==> config.mk <==
export PLATFORM = sky130hd
export DESIGN_NAME = sipo_deserializer
export DESIGN_NICKNAME = d
export VERILOG_FILES = /design/src/rtl/sipo_pkg.sv /design/src/rtl/sipo_shift_core.sv /design/src/rtl/sipo_deserializer.sv
export SDC_FILE = /design/constraint.sdc
export NUM_CORES = 1
export LEC_CHECK = 0
export CAP_MARGIN = 5
export CORE_MARGIN = 3
export CORE_UTILIZATION = 30
export CTS_BUF_LIST = sky130_fd_sc_hd__clkbuf_16
export CTS_CLUSTER_DIAMETER = 120
export DETAILED_ROUTE_END_ITERATION = 8
export PLACE_DENSITY_LB_ADDON = 0.08
export SETUP_SLACK_MARGIN = 0.02
export SYNTH_ARGS = -nofsm -noshare
export SYNTH_HDL_FRONTEND = slang
export SYNTH_SLANG_ARGS = --single-unit
==> constraint.sdc <==
create_clock -name clock -period 2.3 [get_ports clock]
set_input_delay 0.69 -clock clock [delete_from_list [all_inputs] [get_ports clock]]
set_output_delay 0.69 -clock clock [all_outputs]
set_load 0.01 [all_outputs]
==> src/rtl/sipo_pkg.sv <==
// Shared definitions for the serial/parallel converters: bit-order selectors
// and the counter-width helper, so the serialiser can reuse them later.
package sipo_pkg;

   // Bit-order selectors for the LSB_FIRST parameter.
   localparam bit ORDER_LSB_FIRST = 1'b1;
   localparam bit ORDER_MSB_FIRST = 1'b0;

   // Width needed to hold a bit position in 0..width.
   function automatic int cnt_width(input int width);
      return $clog2(width + 1);
   endfunction

endpackage

==> src/rtl/sipo_shift_core.sv <==
// Serial shift register plus bit counter. Presents the word as it will look
// after the current shift (word) so that the completing bit is included
// when word_done fires. WIDTH must be at least 2.
module sipo_shift_core
   import sipo_pkg::*;
#(
   parameter int WIDTH     = 8,
   parameter bit LSB_FIRST = ORDER_LSB_FIRST,
   localparam int CW       = cnt_width(WIDTH)
) (
   input  logic             clock,
   input  logic             reset,
   input  logic             shift_en,
   input  logic             serial_in,
   input  logic             clear,
   output logic [WIDTH-1:0] word,
   output logic             word_done,
   output logic [CW-1:0]    bit_count
);

   localparam logic [CW-1:0] LAST_BIT = CW'(WIDTH - 1);

   logic [WIDTH-1:0] sr;
   logic [WIDTH-1:0] sr_next;
   logic             last_bit;

   // LSB-first: new bits enter at the top and walk down, so the first bit
   // received ends in bit 0. MSB-first: the mirror image.
   if (LSB_FIRST == ORDER_LSB_FIRST) begin : g_lsb
      assign sr_next = {serial_in, sr[WIDTH-1:1]};
   end else begin : g_msb
      assign sr_next = {sr[WIDTH-2:0], serial_in};
   end

   assign last_bit = (bit_count == LAST_BIT);

   // Completion strobe; clear suppresses it so a flushed word never escapes.
   always_comb begin
      word_done = 1'b0;
      word      = sr_next;
      if (shift_en && last_bit && !clear) begin
         word_done = 1'b1;
      end
   end

   // Shift register: clear flushes, otherwise shift on enable.
   always_ff @(posedge clock or posedge reset) begin
      if (reset) begin
         sr <= '0;
      end else if (clear) begin
         sr <= '0;
      end else if (shift_en) begin
         sr <= sr_next;
      end
   end

   // Bit counter: wraps to 0 on the completing shift so the next word starts clean.
   always_ff @(posedge clock or posedge reset) begin
      if (reset) begin
         bit_count <= '0;
      end else if (clear) begin
         bit_count <= '0;
      end else if (shift_en) begin
         if (last_bit) begin
            bit_count <= '0;
         end else begin
            bit_count <= bit_count + 1'b1;
         end
      end
   end

endmodule

==> src/rtl/sipo_deserializer.sv <==
// Serial-in/parallel-out deserialiser with a one-word holding register and a
// valid/ready output handshake. A word completing while the holding register
// is still occupied (and not being drained this cycle) is dropped and flagged
// on the sticky overrun output.
module sipo_deserializer
   import sipo_pkg::*;
#(
   parameter int WIDTH     = 8,
   parameter bit LSB_FIRST = ORDER_LSB_FIRST,
   localparam int CW       = cnt_width(WIDTH)
) (
   input  logic             clock,
   input  logic             reset,
   input  logic             shift_en,
   input  logic             serial_in,
   input  logic             clear,
   input  logic             out_ready,
   output logic [WIDTH-1:0] parallel_out,
   output logic             out_valid,
   output logic [CW-1:0]    bit_count,
   output logic             overrun
);

   logic [WIDTH-1:0] word;
   logic             word_done;
   logic             take;
   logic             hold_free;

   sipo_shift_core #(
      .WIDTH     (WIDTH),
      .LSB_FIRST (LSB_FIRST)
   ) u_core (
      .clock     (clock),
      .reset     (reset),
      .shift_en  (shift_en),
      .serial_in (serial_in),
      .clear     (clear),
      .word      (word),
      .word_done (word_done),
      .bit_count (bit_count)
   );

   // Holding register can accept a new word if empty or being drained now.
   assign take      = out_valid & out_ready;
   assign hold_free = ~out_valid | out_ready;

   // Holding register: loaded only on an accepted completion; clear leaves it alone.
   always_ff @(posedge clock or posedge reset) begin
      if (reset) begin
         parallel_out <= '0;
      end else if (word_done && hold_free) begin
         parallel_out <= word;
      end
   end

   // Valid flag: set by an accepted completion, dropped by a transfer; a
   // completion on the transfer edge keeps it high with the new word.
   always_ff @(posedge clock or posedge reset) begin
      if (reset) begin
         out_valid <= 1'b0;
      end else if (clear) begin
         out_valid <= 1'b0;
      end else if (word_done && hold_free) begin
         out_valid <= 1'b1;
      end else if (take) begin
         out_valid <= 1'b0;
      end
   end

   // Sticky overrun: a completed word arrived with the holding register blocked.
   always_ff @(posedge clock or posedge reset) begin
      if (reset) begin
         overrun <= 1'b0;
      end else if (clear) begin
         overrun <= 1'b0;
      end else if (word_done && !hold_free) begin
         overrun <= 1'b1;
      end
   end

endmodule
# [Yosys cells after proc, flatten, opt, wreduce, memory -nomap -nowiden]
# Index checks and enable logic that the tools add are counted.
[totals] reg_bits=22 inputBits=6 output_inout_bits=14 elab_cells=30
[op_classes] n_addsub=1 eq_ne=1 mux=11 n_bitwise=3 reduce_logical=9
[op_table] cell="$mux 8" count=2
[op_table] cell="$mux 4" count=3
[op_table] cell="$mux 1" count=6
[op_table] cell="$add 4x1->4 const B" count=1
[op_table] cell="$eq 4x3->1 const B" count=1
[op_table] cell="$logic_and 1x1->1" count=4
[op_table] cell="$reduce_bool 2->1" count=2
[op_table] cell="$reduce_bool 3->1" count=1
[op_table] cell="$logic_not 1->1" count=2
[op_table] cell="$and 1x1->1" count=1
[op_table] cell="$not 1->1" count=1
[op_table] cell="$or 1x1->1" count=1

# [Logic depth before layout (Yosys ltp)]
# Gate-level depths: netlist of run 1.
[logic_depth] ltp_word=7 ltp_mapped=5 ltp_nobuf=4

# [Modules after synthesis]
# From an unflattened synthesis of run 1, not the netlist that was laid out.
[hier_totals] hier_cells=70 area_unflattened_um2=945.9
[modules_own_cells] mod="sipo_shift_core" instances=1 cells_per_inst=44 area_each_um2=516.7 seq_area_each_um2=275.3
[modules_own_cells] mod="sipo_deserializer" instances=1 cells_per_inst=26 area_each_um2=429.2 seq_area_each_um2=250.2

# [Worst setup path before layout of run 1]
# OpenSTA, ideal clock, no wires.
[synth_path] path_type="input -> register" startpoint="input clear" endpoint="register parallel_out[0]" setup_ns=0.125 arrival_time_ns=1.460 t_required_ns=2.175 slack_ns=0.715 cell_stages=4 n_path_buf=1 path_cell_list="nor3b_2 and3b_1 buf_6 mux2_4"
[synth_between] elab_chain_len=4
[synth_lines] item="start, declared" line="sipo_deserializer.sv:16" text="input logic clear,"
[synth_lines] item="$logic_not 1->1" line="sipo_shift_core.sv:41" text="if (shift_en && last_bit && !clear) begin"
[synth_lines] item="$logic_and 1x1->1" line="sipo_shift_core.sv:41"
[synth_lines] item="$mux 1" line="sipo_shift_core.sv:41"
[synth_lines] item="$logic_and 1x1->1" line="sipo_deserializer.sv:51" text="end else if (word_done && hold_free) begin"
[synth_lines] item="end signal, assigned" line="sipo_deserializer.sv:52" text="parallel_out <= word;"
[synth_lines] item="end, declared" line="sipo_deserializer.sv:18" text="output logic [WIDTH-1:0] parallel_out,"
# No other way between the ends.
# A chain may end at the register's enable or synchronous reset.

# [Worst setup path after layout of run 1]
[layout_path] startpoint="register u_core.bit_count[2]" endpoint="output bit_count[2]"
[layout_lines] item="start, declared" line="sipo_shift_core.sv:18" text="output logic [CW-1:0] bit_count"
[layout_lines] item="start signal, assigned" line="sipo_shift_core.sv:67" text="bit_count <= bit_count + 1'b1;"
[layout_lines] item="end, declared" line="sipo_deserializer.sv:20" text="output logic [CW-1:0] bit_count,"
# No word-level cell between the ends.

==> run_results.csv, run 1 <==
group,metric,value,unit
critical_path,path_cells,"clkdlybuf4s50_1",
sta,hold_viol_final,0,
cells_and_area,fin_area,1230,um2
cts,cts_buffers,3,
sta,setup_tns,0,ps
critical_path,cp_slowest_cell,"clkdlybuf4s50_1",
global_route,grt_max_degree,22,
place,place.gp.congestion,0.685,
critical_path,criticalPathCategory,"flop to output pin",
power,p_per_area,642,nW/um2
logic_synthesis,synth_xor_area_frac,0.00970,
global_route,grt.overflow.total,0,
critical_path,crit_buf_inv,1,
critical_path,crit_fanout,5,
routing,wirelength,1700,um
critical_path,end_kind,"output pin",
logic_synthesis,synth_cell_types,21,
cts,ctsResizeCount,0,
cells_and_area,final_nets,100,
floorplanning,coreArea,2810,um2
critical_path,cpLargestDelayFamily,"buffers and inverters",
routing,ant_nets,0,
logic_synthesis,synth_compound_area_frac,0.0235,
sta,setup_viol,0,
place,preCtsSetupSlack,169,ps
min_path,hp-class,"flop to flop",
sta,max_freq,515,MHz
cts,cts_max_path_buffers,2,
global_route,antenna_found_initial,0,
job,cap_violations,0,
critical_path,worst_setup_path_start_kind,"flop",
sta,period_share,0.844,
critical_path,critPathRequiredTime,1610,ps
logic_synthesis,synthMuxAreaShare,0.222,
place,portBuffers,19,
logic_synthesis,avgSynthCellArea,13.3,um2
logic_synthesis,syn-num-nets,75,
floorplanning,dieArea,3710,um2
cts,cts_tree,"yes",
power,peakVddDrop,423,uV
critical_path,reg2reg_slack,740,ps
floorplanning,num_rows,19,
logic_synthesis,synthSimpleGateAreaFrac,0.119,
routing,num_vias,585,
cells_and_area,fin_util,0.440,
logic_synthesis,synth_top_family_by_area,"multiplexers",
floorplanning,io_pins,20,
cells_and_area,final_cell_mix,"dfrtp_1, clkdlybuf4s50_1, nor2_1",
sta,clock-skew-final,4.25,ps
floorplanning,initial_utilization,0.322,
cts,cts.clk_slew.worst_paths,60,ps
routing,wl_per_cell,13.8,um
logic_synthesis,synth_fa_ha_area_frac,0.0139,
sta,tightest_slew,274,ps
routing,first_pass_iters,4,
cells_and_area,layout_commonest_cell,"dfrtp_1",
sta,slew_violations,0,
logic_synthesis,synthCells,68,
power,p_leak,0.577,nW
logic_synthesis,ys_seq_area_frac,0.582,
cells_and_area,drive_above_1_share,0.185,
cts,clock_sinks,21,
cells_and_area,synthToLayoutAreaGrowth,36.7,%
routing,drc,0,
run_status,outcome,"completed",
place,place_area,1150,um2
sta,slew_headroom,0.817,
global_route,grt_pass1_wl,2820,um
place,hpwl,1140,um
sta,setup_slack,360,ps
cts,ctsHoldBuffers,0,
logic_synthesis,ys_ff_latch,21,
global_route,grt_pass1_vias,563,
logic_synthesis,ys_warn_count,0,
global_route,grtUsageTotal,0.107,
cts,cts_setup_buffers,0,
floorplanning,die_y,60.9,um
routing,drt_first_iter_violations,13,
cts,htreeDepth,1,
critical_path,worstPathArrival,1250,ps
cts,clock_latency,250,ps
sta,period_minus_slack,1940,ps
sta,rsz0062_at_grt,"false",
cts,cts_root_buf,"clkbuf_16",
critical_path,crit_path_max_incr_delay,570,ps
routing,via_per_inst,4.76,
floorplanning,die_w,60.9,um
logic_synthesis,synth_area,903,um2
cells_and_area,diodes,0,
## cell families (layout without fill, tap and decap cells)
family | Yosys count | after routing
compound gates | 4 | 4
mux | 16 | 16
flops | 21 | 21
fa+ha+maj | 1 | 1
buf+inv | 5 | 29
simple gates | 20 | 20
xor+xnor | 1 | 1
## metrics by stage
| step | std cells | total power [W] | hold WS (ps) |
|---|---|---|---|
| floorplan | 68 | 0.000409 | 481 |
| global placement | 119 | 0.000435 | 489 |
| detailed placement | 119 | 0.000435 | 492 |
| CTS | 123 | 0.000811 | 512 |
| global route | 123 | 0.000833 | 531 |
| finish | 123 | 0.000793 | 507 |
## flip-flops by register name, summed over array words and instances (netlist names)
register          flops
parallel_out          8
u_core.sr             7
u_core.bit_count      4
out_valid             1
overrun               1
## area by class of cell
class                      instances  area (um2)
tap                               31        38.8
inverter                           2        7.51
sequential                        21         526
timing repair buffer              23         233
clock inverter                     1        5.00
fill                             272        1570
multi-input combinational         42         350
clock buffer                       3        75.1
## cells in the mapped netlist (all sizes together)
| cell type | instances | area share |
|---|---|---|
| clkbuf | 1 | 0.0042 |
| mux2i | 8 | 0.089 |
| a21oi | 2 | 0.011 |
| nand2 | 2 | 0.0083 |
| inv | 2 | 0.0083 |
| nand3b | 2 | 0.017 |
| nand3 | 1 | 0.0055 |
| mux2 | 8 | 0.13 |
| xor2 | 1 | 0.0097 |
| or3 | 1 | 0.0069 |
| nor3b | 1 | 0.014 |
| and3b | 1 | 0.0097 |
| nor2 | 9 | 0.037 |
| o21ai | 1 | 0.0055 |
| nand4 | 1 | 0.0069 |
| buf | 2 | 0.018 |
| ha | 1 | 0.014 |
| o22ai | 1 | 0.0069 |
| dfrtp | 21 | 0.58 |
| nand2b | 2 | 0.014 |
## routing by layer
metal | GRT usage | part of all wire | up-vias
met5 | 0 | 0 | -
met4 | 0.0464 | 0.011 | 0
met3 | 0.0447 | 0.052 | 2
met2 | 0.157 | 0.45 | 13
met1 | 0.136 | 0.49 | 292
li1 | - | - | 278
## report_power, final
part           total (W)  internal, W  switching [W]
combinational  0.0000475    0.0000239      0.0000236
clock           0.000367     0.000233       0.000133
sequential      0.000379     0.000374     0.00000478
total           0.000793     0.000632       0.000162
## worst paths after layout
| check | start | endpoint | cells past startpoint |
|---|---|---|---|
| setup / recovery | u_core.bit_count[2] | bit_count[2] | 1 |
| hold / removal | parallel_out[6] | parallel_out[6] | 1 |
| setup reg to reg | u_core.bit_count[0] | parallel_out[6] | 5 |
| hold reg to reg | parallel_out[6] | parallel_out[6] | 1 |
| max in group asynchronous | reset | u_core.sr[4] | 3 |
| min in group asynchronous | reset | u_core.sr[1] | 3 |
(Power assumes the default switching activity.)
==> inputs of run 2 (changes only) <==
==> constraint.sdc (replaced) <==
create_clock -name clock -period 1.8 [get_ports clock]
set_input_delay 0.54 -clock clock [delete_from_list [all_inputs] [get_ports clock]]
set_output_delay 0.54 -clock clock [all_outputs]
set_load 0.01 [all_outputs]
==> run 2 against run 1 <==
Count of clock-buffer cells in the layout stayed put. Wire length is 4.8% lower. Largest power group unchanged. Register-to-register slack worse by 470 ps. Largest cell class unchanged. Die area stayed put. Sequential power is 28% higher.
==> run_results.csv, run 2 (synthesized netlist as in run 1, its figures left out) <==
group,metric,value,unit
power,p_comb_frac,0.063,
critical_path,crit_path_max_incr_delay,550,ps
cts,clock_sinks,21,
routing,drc,0,
run_status,outcome,"completed",
critical_path,end_kind,"output pin",
floorplanning,initial_utilization,0.322,
cts,ctsHoldBuffers,0,
cells_and_area,multi_input_area,350,um2
power,p_sw_frac,0.197,
critical_path,crit_fanout,4,
cts,cts_tree,"yes",
cts,cts_buffers,3,
cells_and_area,nFillCells,269,
sta,hold_viol_final,0,
power,p_sw,0.000198,W
place,portBuffers,19,
critical_path,cpLargestDelayFamily,"buffers and inverters",
routing,num_vias,579,
sta,clock-skew-final,4.79,ps
critical_path,worstPathArrival,1180,ps
routing,wl_per_cell,12.8,um
place,hpwl,1090,um
global_route,grt_pass1_wl,2800,um
sta,period_minus_slack,1720,ps
critical_path,path_cells,"clkdlybuf4s50_1",
cells_and_area,diodes,0,
routing,drt_first_iter_violations,2,
critical_path,crit_buf_inv,1,
sta,rsz0062_at_grt,"false",
cts,cts.clk_slew.worst_paths,50,ps
floorplanning,io_pins,20,
cts,cts_root_buf,"clkbuf_16",
routing,wirelength,1610,um
floorplanning,dieArea,3710,um2
global_route,grt_max_degree,22,
floorplanning,coreArea,2810,um2
job,cap_violations,0,
routing,via_per_inst,4.60,
power,p_per_area,799,nW/um2
cts,clock_latency,250,ps
cells_and_area,regMostFlops,"parallel_out",
cells_and_area,register_area,526,um2
cells_and_area,reg.largest.list,"parallel_out: 8 flops, u_core.sr: 7 flops, u_core.bit_count: 4 flops",
floorplanning,die_y,60.9,um
global_route,grt_pass1_vias,583,
place,dpl.cell_count,120,
routing,met2_length,712,um
floorplanning,num_rows,19,
power,clockPowerShare,0.456,
routing,highest_layer,"met4",
cells_and_area,layout_commonest_cell,"dfrtp_1",
cells_and_area,final_nets,103,
floorplanning,die_w,60.9,um
sta,tightest_slew,270,ps
routing,first_pass_iters,4,
cells_and_area,final_cell_mix,"dfrtp_1, clkdlybuf4s50_1, nor2_1",
place,place.gp.congestion,0.691,
cells_and_area,stdcell_count,126,
critical_path,r2r_cells,5,
cells_and_area,largest_register_ffs,8,
sta,max_freq,580,MHz
global_route,antenna_found_initial,0,
cells_and_area,drive_above_1_share,0.211,
critical_path,worst-path-stages,1,
cts,htreeDepth,1,
critical_path,worst_setup_path_start_kind,"flop",
sta,setup_viol,0,
power,seqPwrFrac,0.481,
critical_path,cp_slowest_cell,"clkdlybuf4s50_1",
cells_and_area,synthToLayoutAreaGrowth,39.5,%
critical_path,critPathRequiredTime,1260,ps
power,p_int,0.000809,W
sta,slew_headroom,0.820,
global_route,grtUsageTotal,0.105,
sta,setup_tns,0,ps
routing,ant_nets,0,
sta,slew_violations,0,
critical_path,criticalPathCategory,"flop to output pin",
routing,wl_met3,97,um
power,peakVddDrop,414,uV
cts,cts_max_path_buffers,2,
min_path,hp-class,"flop to flop",
global_route,grt.overflow.total,0,
power,p_leak,0.610,nW
routing,wl_met1,784,um
sta,period_share,0.958,
min_path,hold_depth,1,
==> run 2: changes by cell type in the layout (fill, tap and decap cells not counted), sizes merged <==
cell,delta
clkdlybuf4s50,-1
dlymetal6s2s,+1
buf,+3
==> run 2: path summary, 6_finish.rpt <==
| kind | start | endpoint | slack [ps] |
|---|---|---|---|
| worst max-delay path | u_core.bit_count[0] | bit_count[0] | 80 |
| worst min-delay path | parallel_out[6] | parallel_out[6] | 510 |
| worst max register to register | u_core.bit_count[0] | parallel_out[6] | 270 |
| worst min register to register | parallel_out[6] | parallel_out[6] | 510 |
| max in group asynchronous | reset | u_core.bit_count[3] | 960 |
| min in group asynchronous | reset | parallel_out[0] | 620 |
==> run 2: per-stage QoR <==
stage                     instance area, um2   util  setup slack [ps]  power (W)  hold WS, ps
after floorplan                          903      -               316   0.000523          481
after global placement                  1160  0.414              -161   0.000556          489
after detailed placement                1160  0.414              -159   0.000556          492
after CTS                               1250  0.446              36.9    0.00102          510
after global routing                    1260  0.449              28.8    0.00105          523
final                                   1260  0.449              75.6    0.00101          508
==> run 2: area by class of cell <==
cell class | instances | share of cell area
flip-flops and latches | 21 | 0.417
multi-input cells | 42 | 0.278
repair buffers | 26 | 0.205
clock buffers | 3 | 0.0596
well taps | 31 | 0.0308
inverters | 2 | 0.00596
clock inverters | 1 | 0.00397
==> run 2: timing repair <==
item                       in CTS  in global routing
gates resized for setup         0                  1
setup endpoints to repair       1                  2
buffers inserted                1                  1
pin swaps                       0                  0
==> run 2: routing by layer <==
layer  global-route usage  vias up
li1                     -      284
met1                0.146      277
met2                0.153       16
met3               0.0383        2
met4               0.0279        0
met5                    0        -
==> run 2: power by group through the flow <==
stage / registers [W] / logic (W) / clock network, W
after floorplan: 0.000494 / 0.0000292 / 0
after global placement: 0.000493 / 0.0000627 / 0
after detailed placement: 0.000493 / 0.0000628 / 0
after CTS: 0.000484 / 0.0000639 / 0.000475
after global routing: 0.000485 / 0.0000715 / 0.000494
final: 0.000484 / 0.0000637 / 0.000459
==> inputs of run 3 (changes only) <==
--- a/config.mk
+++ b/config.mk
@@ -5,8 +5,8 @@
 export SDC_FILE = /design/constraint.sdc
 export NUM_CORES = 1
 export LEC_CHECK = 0
+export ABC_CLOCK_PERIOD_IN_PS = 1900
 export CAP_MARGIN = 5
-export CORE_MARGIN = 3
 export CORE_UTILIZATION = 30
 export CTS_BUF_LIST = sky130_fd_sc_hd__clkbuf_16
 export CTS_CLUSTER_DIAMETER = 120
==> constraint.sdc (replaced) <==
create_clock -name clock -period 1.9 [get_ports clock]
set_input_delay 0.57 -clock clock [delete_from_list [all_inputs] [get_ports clock]]
set_output_delay 0.57 -clock clock [all_outputs]
set_load 0.01 [all_outputs]
==> run 3 against run 2 <==
The flow now finishes with violations (DRC). Design area decreased by 1.4%. Critical path depth stayed put. Global-route usage rose by 0.94 points. Die area shrank 13%. Highest routed layer unchanged. Sequential cell count unchanged. Worst setup slack improved by 7.0 ps. Clock power shrank 4.6%. Via count up 1.0%. Total power fell by 5.3%. Combinational power fell by 10%. Core utilization shrank 0.62 points.
==> run_results.csv, run 3 (synthesized netlist as in run 1, its figures left out) <==
group,metric,value,unit
cts,cts_max_path_buffers,2,
critical_path,path_cells,"clkdlybuf4s50_1",
sta,tightest_slew,263,ps
power,p_sw_frac,0.199,
job,cap_violations,0,
critical_path,crit_fanout,5,
global_route,grt_pass1_vias,559,
power,p_leak,0.581,nW
cells_and_area,reg.largest.list,"parallel_out: 8 flops, u_core.sr: 7 flops, u_core.bit_count: 4 flops",
cts,clock_latency,250,ps
sta,hold_viol_final,0,
critical_path,end_kind,"output pin",
routing,drc,2,
cts,ctsHoldBuffers,0,
cells_and_area,nFillCells,276,
routing,wl_per_cell,12.9,um
run_status,violations,"DRC",
floorplanning,die_w,56.9,um
sta,whs,507,ps
routing,ant_nets,0,
cells_and_area,multi_input_area,350,um2
power,p_per_area,768,nW/um2
cts,clock_sinks,21,
cts,ctsResizeCount,0,
critical_path,worstPathArrival,1250,ps
place,preCtsSetupSlack,-86.2,ps
place,portBuffers,19,
power,clockPowerShare,0.459,
global_route,grt.overflow.total,0,
routing,wirelength,1600,um
floorplanning,initial_utilization,0.322,
cells_and_area,synthToLayoutAreaGrowth,37.5,%
power,seqPwrFrac,0.481,
cells_and_area,register_area,526,um2
global_route,antenna_found_initial,0,
critical_path,worst_r2r_startpoint,"u_core.bit_count[0]",
sta,clock-skew-final,0.940,ps
power,p_sw,0.000189,W
floorplanning,num_rows,19,
cells_and_area,final_nets,101,
sta,slew_violations,0,
power,finalPower,0.000954,W
floorplanning,io_pins,20,
place,place.gp.congestion,0.705,
critical_path,crit_start,"u_core.bit_count[2]",
routing,first_pass_iters,6,
place,hpwl,1070,um
power,peakVddDrop,269,uV
min_path,hp-class,"flop to flop",
cts,cts_buffers,3,
sta,slew_headroom,0.825,
cells_and_area,regMostFlops,"parallel_out",
global_route,grt_max_degree,22,
cts,cts_root_buf,"clkbuf_16",
sta,setup_tns,0,ps
sta,setup_viol,0,
routing,drt_first_iter_violations,18,
critical_path,criticalPathCategory,"flop to output pin",
sta,setup_slack,82.6,ps
run_status,outcome,"complete, but fails checks",
cells_and_area,drive_above_1_share,0.194,
cts,htreeDepth,1,
global_route,grtUsageTotal,0.114,
min_path,hp-start,"parallel_out[1]",
routing,num_vias,585,
cells_and_area,final_cell_mix,"dfrtp_1, clkdlybuf4s50_1, nor2_1",
sta,max_freq,550,MHz
cells_and_area,layout_commonest_cell,"dfrtp_1",
cells_and_area,diodes,0,
sta,period_minus_slack,1820,ps
floorplanning,dieArea,3230,um2
floorplanning,die_y,56.9,um
power,p_comb_frac,0.060,
critical_path,crit_buf_inv,1,
critical_path,worst_setup_path_start_kind,"flop",
global_route,grt_pass1_wl,2700,um
critical_path,cpLargestDelayFamily,"buffers and inverters",
critical_path,critPathRequiredTime,1330,ps
power,p_int,0.000764,W
cts,cts_tree,"yes",
cts,cts_setup_buffers,0,
sta,rsz0062_at_grt,"false",
cts,cts.clk_slew.worst_paths,60,ps
critical_path,crit_path_max_incr_delay,570,ps
routing,via_per_inst,4.72,
sta,period_share,0.957,
cells_and_area,largest_register_ffs,8,
floorplanning,coreArea,2810,um2
critical_path,cp_slowest_cell,"clkdlybuf4s50_1",
## run 3: changes by cell type in the layout (fill, tap and decap cells not counted), sizes merged
cell and delta:
buf -2, dlymetal6s2s -1, clkdlybuf4s50 +1
## run 3: metal layers
layer,part of all wire,vias up,routed length [um],GRT usage
met5,0,-,0,0
met1,0.50,285,797,0.151
li1,-,285,-,-
met3,0.049,2,78,0.0346
met4,0.010,0,16,0.0627
met2,0.44,13,704,0.165
## run 3: worst paths after layout
check                                            to  slack [ps]  depth (start not counted)
worst max-delay path                   bit_count[2]          80                          1
worst min-delay path                parallel_out[1]         510                          1
worst max register to register      parallel_out[6]         360                          5
worst min register to register      parallel_out[1]         510                          1
max in group asynchronous       u_core.bit_count[0]        1040                          3
min in group asynchronous           parallel_out[0]         650                          3
## run 3: through the flow
step                      cell area (um2)  utilization  instances
after floorplan                       903            -         68
after global placement               1160        0.414        120
after detailed placement             1160        0.414        120
after CTS                            1240        0.443        124
after global routing                 1240        0.443        124
final                                1240        0.443        124
## run 3: power by group through the flow
| stage | clock, W | sequential (W) | combinational (W) |
|---|---|---|---|
| floorplan | 0 | 0.000468 | 0.0000276 |
| global placement | 0 | 0.000467 | 0.0000593 |
| finish | 0.000438 | 0.000459 | 0.0000573 |
| global route | 0.000479 | 0.000459 | 0.0000640 |
| CTS | 0.000453 | 0.000459 | 0.0000595 |
| detailed placement | 0 | 0.000467 | 0.0000592 |
## run 3: final cells by class
type,count,share of cell area
flip-flops and latches,21,0.423
multi-input cells,42,0.282
repair buffers,24,0.193
inverters,2,0.00604
clock buffers,3,0.0604
clock inverters,1,0.00403
well taps,31,0.0312
